## config.mk

```make
export PLATFORM = sky130hd
export DESIGN_NAME = vertex_rotate_sequencer_flat
export DESIGN_NICKNAME = d
export VERILOG_FILES = /design/src/rtl/vertex_rotate_sequencer_pkg.sv /design/src/rtl/vertex_rotate_sequencer_if.sv /design/src/rtl/vertex_rotate_sequencer_rotate_mac.sv /design/src/rtl/vertex_rotate_sequencer.sv /design/src/flat_wrapper.sv
export SDC_FILE = /design/constraint.sdc
export NUM_CORES = 1
export LEC_CHECK = 0
export CAP_MARGIN = 15
export CELL_PAD_IN_SITES_DETAIL_PLACEMENT = 1
export CELL_PAD_IN_SITES_GLOBAL_PLACEMENT = 1
export CORE_ASPECT_RATIO = 0.5
export CORE_MARGIN = 2
export CORE_UTILIZATION = 40
export DETAILED_ROUTE_END_ITERATION = 8
export PLACE_DENSITY_LB_ADDON = 0.1
export SYNTH_ARGS = -nofsm -noshare
export SYNTH_HDL_FRONTEND = slang
export SYNTH_SLANG_ARGS = --single-unit
```

## constraint.sdc

```tcl
create_clock -name clk100 -period 19.79 [get_ports clk100]
set_clock_uncertainty 0.2 [all_clocks]
set_input_delay 2.9685 -clock clk100 [delete_from_list [all_inputs] [get_ports clk100]]
set_output_delay 2.9685 -clock clk100 [all_outputs]
set_load 0.01 [all_outputs]
```

## src/rtl/vertex_rotate_sequencer_pkg.sv

```systemverilog
// Shared constants, record field layout and FSM state type for the vertex
// rotate sequencer.
package vrs_pkg;

    localparam int CENTER  = 1280;
    localparam int FRAC    = 7;
    localparam int CNT_W   = 8;
    localparam int REC_W   = 224;
    localparam int COORD_W = 12;
    localparam int COEF_W  = 8;

    localparam int X1_HI      = 215;
    localparam int X1_LO      = 204;
    localparam int X2_HI      = 203;
    localparam int X2_LO      = 192;
    localparam int X3_HI      = 191;
    localparam int X3_LO      = 180;
    localparam int PAYLOAD_HI = 179;

    typedef enum logic [2:0] {
        IDLE,
        LATCH,
        MUL1,
        MUL2,
        MUL3,
        PUSH
    } state_e;

endpackage

```

## src/rtl/vertex_rotate_sequencer_if.sv

```systemverilog
// Bus bundle between the vertex buffer, the sequencer and the PreCalc FIFO.
// The master modport is the sequencer's view; slave is its environment.
interface vertex_rotate_sequencer_if;
    import vrs_pkg::*;

    logic                nextFrame;
    logic [COEF_W-1:0]   sin;
    logic [REC_W-1:0]    VertexBuffer_PreCalc_ReadData;
    logic                VertexBuffer_PreCalc_empty;
    logic                VertexBuffer_PreCalc_pop;
    logic [REC_W-1:0]    PreCalc_TriangleFIFO_WriteData;
    logic                PreCalc_TriangleFIFO_push;
    logic                PreCalc_TriangleFIFO_wait;
    logic                busy;
    logic [CNT_W-1:0]    tri_count;

    modport master (
        input  nextFrame,
        input  sin,
        input  VertexBuffer_PreCalc_ReadData,
        input  VertexBuffer_PreCalc_empty,
        output VertexBuffer_PreCalc_pop,
        output PreCalc_TriangleFIFO_WriteData,
        output PreCalc_TriangleFIFO_push,
        input  PreCalc_TriangleFIFO_wait,
        output busy,
        output tri_count
    );

    modport slave (
        output nextFrame,
        output sin,
        output VertexBuffer_PreCalc_ReadData,
        output VertexBuffer_PreCalc_empty,
        input  VertexBuffer_PreCalc_pop,
        input  PreCalc_TriangleFIFO_WriteData,
        input  PreCalc_TriangleFIFO_push,
        output PreCalc_TriangleFIFO_wait,
        input  busy,
        input  tri_count
    );

endinterface

```

## src/rtl/vertex_rotate_sequencer_rotate_mac.sv

```systemverilog
// Rotates one 12-bit x coordinate about CENTER by a signed Q1.7 coefficient.
// Purely combinational; the sequencer time-shares a single instance.
module vrs_rotate_mac
    import vrs_pkg::*;
(
    input  logic        [COORD_W-1:0] x_i,
    input  logic signed [COEF_W-1:0]  coef_i,
    output logic        [COORD_W-1:0] r_o
);

    logic signed [COORD_W:0] d;
    logic signed [20:0]      p;

    assign d = $signed({1'b0, x_i}) - $signed((COORD_W+1)'(CENTER));
    assign p = 21'(d) * 21'(coef_i);

    // Arithmetic shift floors toward -inf; wrap back into screen space mod 2^12.
    assign r_o = 12'(p >>> FRAC) + 12'(CENTER);

endmodule

```

## src/rtl/vertex_rotate_sequencer.sv

```systemverilog
// Drains vertex records, rotates x1/x2/x3 through one shared multiplier
// under a six-state FSM, and pushes the rotated record to the PreCalc FIFO.
module vertex_rotate_sequencer
    import vrs_pkg::*;
(
    input  logic                     clk100,
    input  logic                     reset_n,
    vertex_rotate_sequencer_if.master bus
);

    state_e                    state_q, state_d;
    logic        [X1_HI:0]     rec_q;
    logic        [COORD_W-1:0] r1_q, r2_q, r3_q;
    logic signed [COEF_W-1:0]  coef_q;
    logic        [CNT_W-1:0]   cnt_q;

    logic [COORD_W-1:0] mac_x, mac_r;
    logic               pop_fire, push_fire;
    logic               unused_rec_top;

    // The top byte of an input record is never forwarded; the output forces it to zero.
    assign unused_rec_top = ^bus.VertexBuffer_PreCalc_ReadData[REC_W-1:X1_HI+1];

    assign pop_fire  = (state_q == LATCH) && !bus.VertexBuffer_PreCalc_empty && !bus.nextFrame;
    assign push_fire = (state_q == PUSH) && !bus.PreCalc_TriangleFIFO_wait && !bus.nextFrame;

    // NOTE: every always_comb output gets a default first so no path infers a latch.
    always_comb begin
        state_d = state_q;
        case (state_q)
            IDLE:    if (!bus.VertexBuffer_PreCalc_empty) state_d = LATCH;
            LATCH:   state_d = bus.VertexBuffer_PreCalc_empty ? IDLE : MUL1;
            MUL1:    state_d = MUL2;
            MUL2:    state_d = MUL3;
            MUL3:    state_d = PUSH;
            PUSH:    if (!bus.PreCalc_TriangleFIFO_wait) state_d = IDLE;
            default: state_d = IDLE;
        endcase
        if (bus.nextFrame) state_d = IDLE;
    end

    always_comb begin
        mac_x = rec_q[X1_HI:X1_LO];
        case (state_q)
            MUL2:    mac_x = rec_q[X2_HI:X2_LO];
            MUL3:    mac_x = rec_q[X3_HI:X3_LO];
            default: mac_x = rec_q[X1_HI:X1_LO];
        endcase
    end

    vrs_rotate_mac u_mac (
        .x_i    (mac_x),
        .coef_i (coef_q),
        .r_o    (mac_r)
    );

    // NOTE: sequential state uses non-blocking assignments so all registers
    // update together from pre-edge values.
    always_ff @(posedge clk100 or negedge reset_n) begin
        if (!reset_n) begin
            state_q <= IDLE;
            // NOTE: the record and result registers are reset because they
            // drive WriteData, which must read zero straight out of reset.
            rec_q   <= '0;
            r1_q    <= '0;
            r2_q    <= '0;
            r3_q    <= '0;
            coef_q  <= '0;
            cnt_q   <= '0;
        end else begin
            state_q <= state_d;
            if (bus.nextFrame) coef_q <= $signed(bus.sin);
            if (pop_fire) rec_q <= bus.VertexBuffer_PreCalc_ReadData[X1_HI:0];
            case (state_q)
                MUL1:    r1_q <= mac_r;
                MUL2:    r2_q <= mac_r;
                MUL3:    r3_q <= mac_r;
                default: ;
            endcase
            if (bus.nextFrame) begin
                cnt_q <= '0;
            end else if (push_fire && (cnt_q != '1)) begin
                cnt_q <= cnt_q + CNT_W'(1);
            end
        end
    end

    assign bus.VertexBuffer_PreCalc_pop      = pop_fire;
    assign bus.PreCalc_TriangleFIFO_push     = push_fire;
    assign bus.PreCalc_TriangleFIFO_WriteData = {8'h00, r1_q, r2_q, r3_q, rec_q[PAYLOAD_HI:0]};
    assign bus.busy                          = (state_q != IDLE);
    assign bus.tri_count                     = cnt_q;

endmodule

```

## src/flat_wrapper.sv

```systemverilog
// flat-port wrapper written by rule: the top's interface ports become plain ports
module vertex_rotate_sequencer_flat import vrs_pkg::*;
  (clk100, reset_n, bus_nextFrame, bus_sin, bus_VertexBuffer_PreCalc_ReadData, bus_VertexBuffer_PreCalc_empty, bus_VertexBuffer_PreCalc_pop, bus_PreCalc_TriangleFIFO_WriteData, bus_PreCalc_TriangleFIFO_push, bus_PreCalc_TriangleFIFO_wait, bus_busy, bus_tri_count);
  vertex_rotate_sequencer_if bus_i ();
  input  logic clk100;
  input  logic reset_n;
  input wire logic [$bits(bus_i.nextFrame)-1:0] bus_nextFrame;
  input wire logic [$bits(bus_i.sin)-1:0] bus_sin;
  input wire logic [$bits(bus_i.VertexBuffer_PreCalc_ReadData)-1:0] bus_VertexBuffer_PreCalc_ReadData;
  input wire logic [$bits(bus_i.VertexBuffer_PreCalc_empty)-1:0] bus_VertexBuffer_PreCalc_empty;
  output wire logic [$bits(bus_i.VertexBuffer_PreCalc_pop)-1:0] bus_VertexBuffer_PreCalc_pop;
  output wire logic [$bits(bus_i.PreCalc_TriangleFIFO_WriteData)-1:0] bus_PreCalc_TriangleFIFO_WriteData;
  output wire logic [$bits(bus_i.PreCalc_TriangleFIFO_push)-1:0] bus_PreCalc_TriangleFIFO_push;
  input wire logic [$bits(bus_i.PreCalc_TriangleFIFO_wait)-1:0] bus_PreCalc_TriangleFIFO_wait;
  output wire logic [$bits(bus_i.busy)-1:0] bus_busy;
  output wire logic [$bits(bus_i.tri_count)-1:0] bus_tri_count;
  assign bus_i.nextFrame = bus_nextFrame;
  assign bus_i.sin = bus_sin;
  assign bus_i.VertexBuffer_PreCalc_ReadData = bus_VertexBuffer_PreCalc_ReadData;
  assign bus_i.VertexBuffer_PreCalc_empty = bus_VertexBuffer_PreCalc_empty;
  assign bus_VertexBuffer_PreCalc_pop = bus_i.VertexBuffer_PreCalc_pop;
  assign bus_PreCalc_TriangleFIFO_WriteData = bus_i.PreCalc_TriangleFIFO_WriteData;
  assign bus_PreCalc_TriangleFIFO_push = bus_i.PreCalc_TriangleFIFO_push;
  assign bus_i.PreCalc_TriangleFIFO_wait = bus_PreCalc_TriangleFIFO_wait;
  assign bus_busy = bus_i.busy;
  assign bus_tri_count = bus_i.tri_count;
  vertex_rotate_sequencer u_core (.clk100(clk100), .reset_n(reset_n), .bus(bus_i));
endmodule
```

==> metrics.md <==
| Metric | Value |
|---|---|
| Clk sinks | `271` |
| Total global-route track usage | `0.225` |
| Most frequent cells in the layout | `clkdlybuf4s50_1 (454), dfrtp_1 (271), mux2_2 (227), inv_1 (114), fa_1 (76)` |
| Crit path largest cell delay | `680 ps` |
| # rows | `50` |
| Routed WL per cell | `21.0 µm` |
| Crit share post-route | `0.422` |
| Hpwl dp | `34500 µm` |
| Die Area | `0.0402 mm²` |
| Peak VDD IR | `298 µV` |
| Avg Cell Area, Syn | `11.8 µm²` |
| Final net count | `1922` |
| Dpl cells | `2062` |
| Yosys reg bits | `271` |
| Total number of vias | `10200` |
| Layout area overhead | `30.3%` |
| Ys flop type | `dfrtp_1` |
| CP Capture Type | `primary output` |
| 1st-pass router iterations | `4` |
| Slowest CP cell | `clkdlybuf4s50_1` |
| Core ar. | `0.0377 mm²` |
| Worst-Skew Late Latency | `570 ps` |
| Post_cts resized | `0` |
| Slew headroom | `0.234` |
| Largest net degree at the start of global routing | `127` |
| Top delay family on crit path | `buffers and inverters` |
| Share of cells above drive strength 1 | `0.189` |
| Largest fanout on the critical path | `60` |
| Seq/Total Area, Yosys | `0.440` |
| Post-Layout Cell Count | `2120` |
| DRC Markers | `0` |
| CTS Hold Buffers Added | `0` |
| CP Launch Type | `input port` |
| Buf+Inv Stages, Crit Path | `4` |
| Worst-Margin Slew | `1150 ps` |
| Most common cell after layout, fill and taps aside | `clkdlybuf4s50_1` |
| CTS Buf Count | `28` |
| Gpl congestion | `0.844` |
| Overflow after GRT | `0` |
| Pwr/cell area | `219 mW/mm²` |
| Number of global-route vias before repair | `11600` |
| CP cell instances | `clkdlybuf4s50_1 -> buf_4 -> nor3_2 -> buf_4 -> clkdlybuf4s50_1` |
| Slew Viols, Final | `0` |
| Final setup vio count | `0` |
| Post-Route WL | `44500 µm` |
| Horiz. Die Dim | `282 µm` |
| CP Data Arrival Time | `5190 ps` |
| Final hold violations | `0` |
| Hold Crit Class | `flip-flop to flip-flop` |
| Synth Warn # | `0` |
| Mapped Area | `0.0154 mm²` |
| Initial core utilization | `0.409` |
| CTS tree | `yes` |
| Port bufs | `455` |
| Post-route ant nets | `0` |
| Fmax | `120 MHz` |
| First-pass GRT wire length | `69100 µm` |
| Max Root-Sink Buffers | `3` |
| Post-route cell area | `0.0201 mm²` |
| Clock-pin slew on the worst setup and hold paths | `60 ps` |
| Via-to-Cell Ratio | `4.79` |
| Worst path required time | `16620 ps` |
| Total setup buffers inserted after CTS | `0` |
| Crit path time final | `8350 ps` |
| Async SR Flop Fraction | `1.00` |
| Total power | `4.41 mW` |
| Leak Pwr | `8.76 nW` |
| Mapped Cells | `1309` |
| DP Area | `0.0191 mm²` |
| RSZ-0062 raised after global routing | `no` |
| CTS root buffer | `clkbuf_16` |
| Yosys cell types | `52` |
| # IOs | `472` |
| Total negative slack | `0 ps` |
| H-tree depth | `1` |
| Critical path class | `input port to primary output` |
| Post-layout util | `0.533` |
| Initial antenna violation count | `7` |
| Run status | `finished, final reports clean` |
| Die span in y | `143 µm` |
| Post-synth EDFFs | `0` |
| Max Cap Viol | `0` |
| Number of DRC markers in iteration 0 | `362` |
## stage by stage
step	hold slack, ps	setup WS (ps)
CTS	297	11410
detailed placement	279	11420
global route	325	11240
floorplan	274	12550
global placement	267	11450
finish	292	11440
## final cells by class
type,count,area [µm²]
fill,3936,17600
tap,520,651
inverter,114,428
clock inverter,13,153
antenna,6,15.0
timing repair buffer,465,4630
sequential,271,6780
multi-input combinational,692,6600
clock buffer,39,822
## logic make-up after synthesis
logic type | Yosys count | share of synthesized area
xor gates and xnor gates | 28 | 0.0173
adders and majority gates | 113 | 0.129
and+or+nand+nor | 210 | 0.0685
AOI/OAI and AO/OA | 97 | 0.0395
muxes | 236 | 0.172
DFF | 271 | 0.440
other | 1 | 0.000243
buffers and inverters | 353 | 0.134
## power by group
part	switching, mW	internal, mW
Combinational	1.65	1.36
Sequential	0.111	0.735
Clock	0.237	0.319
Total	2.00	2.41
## tightest hold or removal path: stages, from the launching register on
cell and delay [ps]:
dfrtp_1 350, nand2_1 50, o21ai_1 60
## path summary, 6_finish.rpt
| kind | startpoint | end | slack [ps] | cells after the start |
|---|---|---|---|---|
| hold reg to reg | u_core.r1_q[8]$_DFFE_PN0P_ | u_core.r1_q[8]$_DFFE_PN0P_ | 290 | 2 |
| hold / removal | u_core.r1_q[8]$_DFFE_PN0P_ | u_core.r1_q[8]$_DFFE_PN0P_ | 290 | 2 |
| setup reg to reg | u_core.state_q[2]$_DFFE_PN0P_ | u_core.r1_q[10]$_DFFE_PN0P_ | 11700 | 23 |
| setup / recovery | bus_nextFrame | bus_VertexBuffer_PreCalc_pop | 11440 | 5 |
| max in group asynchronous | reset_n | u_core.rec_q[52]$_DFFE_PN0P_ | 15430 | 2 |
| min in group asynchronous | reset_n | u_core.rec_q[160]$_DFFE_PN0P_ | 2330 | 1 |
## Yosys cell counts, types with 3 or more instances
cell | n | area (µm²)
dfrtp_1 | 271 | 6780
mux2_2 | 227 | 2560
buf_4 | 189 | 1420
inv_1 | 114 | 428
fa_1 | 76 | 1520
nand2_1 | 73 | 274
and2_1 | 56 | 350
o21ai_0 | 39 | 195
ha_1 | 37 | 463
nor2_1 | 26 | 97.6
buf_2 | 22 | 110
clkbuf_1 | 21 | 78.8
a21oi_1 | 19 | 95.1
xor2_1 | 15 | 131
o21ai_1 | 14 | 70.1
nor2b_1 | 12 | 75.1
xnor2_1 | 11 | 96.3
mux2i_1 | 9 | 90.1
nand2b_1 | 8 | 50.1
nor3_1 | 8 | 40.0
or3_1 | 7 | 43.8
buf_1 | 6 | 22.5
and3_1 | 5 | 31.3
nand3_1 | 4 | 20.0
nor3b_1 | 4 | 30.0
or2_2 | 4 | 25.0
o311ai_1 | 3 | 26.3
## layer usage
layer / part of all wire / global-route usage
met2: 0.55 / 0.427
met5: 0.00027 / 0
met3: 0.035 / 0.0402
met1: 0.40 / 0.267
met4: 0.019 / 0.0440
## flip-flops by register name, indices dropped and copies added (netlist names)
name,flops
u_core.r2_q,12
u_core.state_q,3
u_core.r1_q,12
u_core.bus.tri_count,8
u_core.coef_q,8
u_core.r3_q,12
u_core.rec_q,216
No activity file was read; power rests on OpenSTA's default activity.
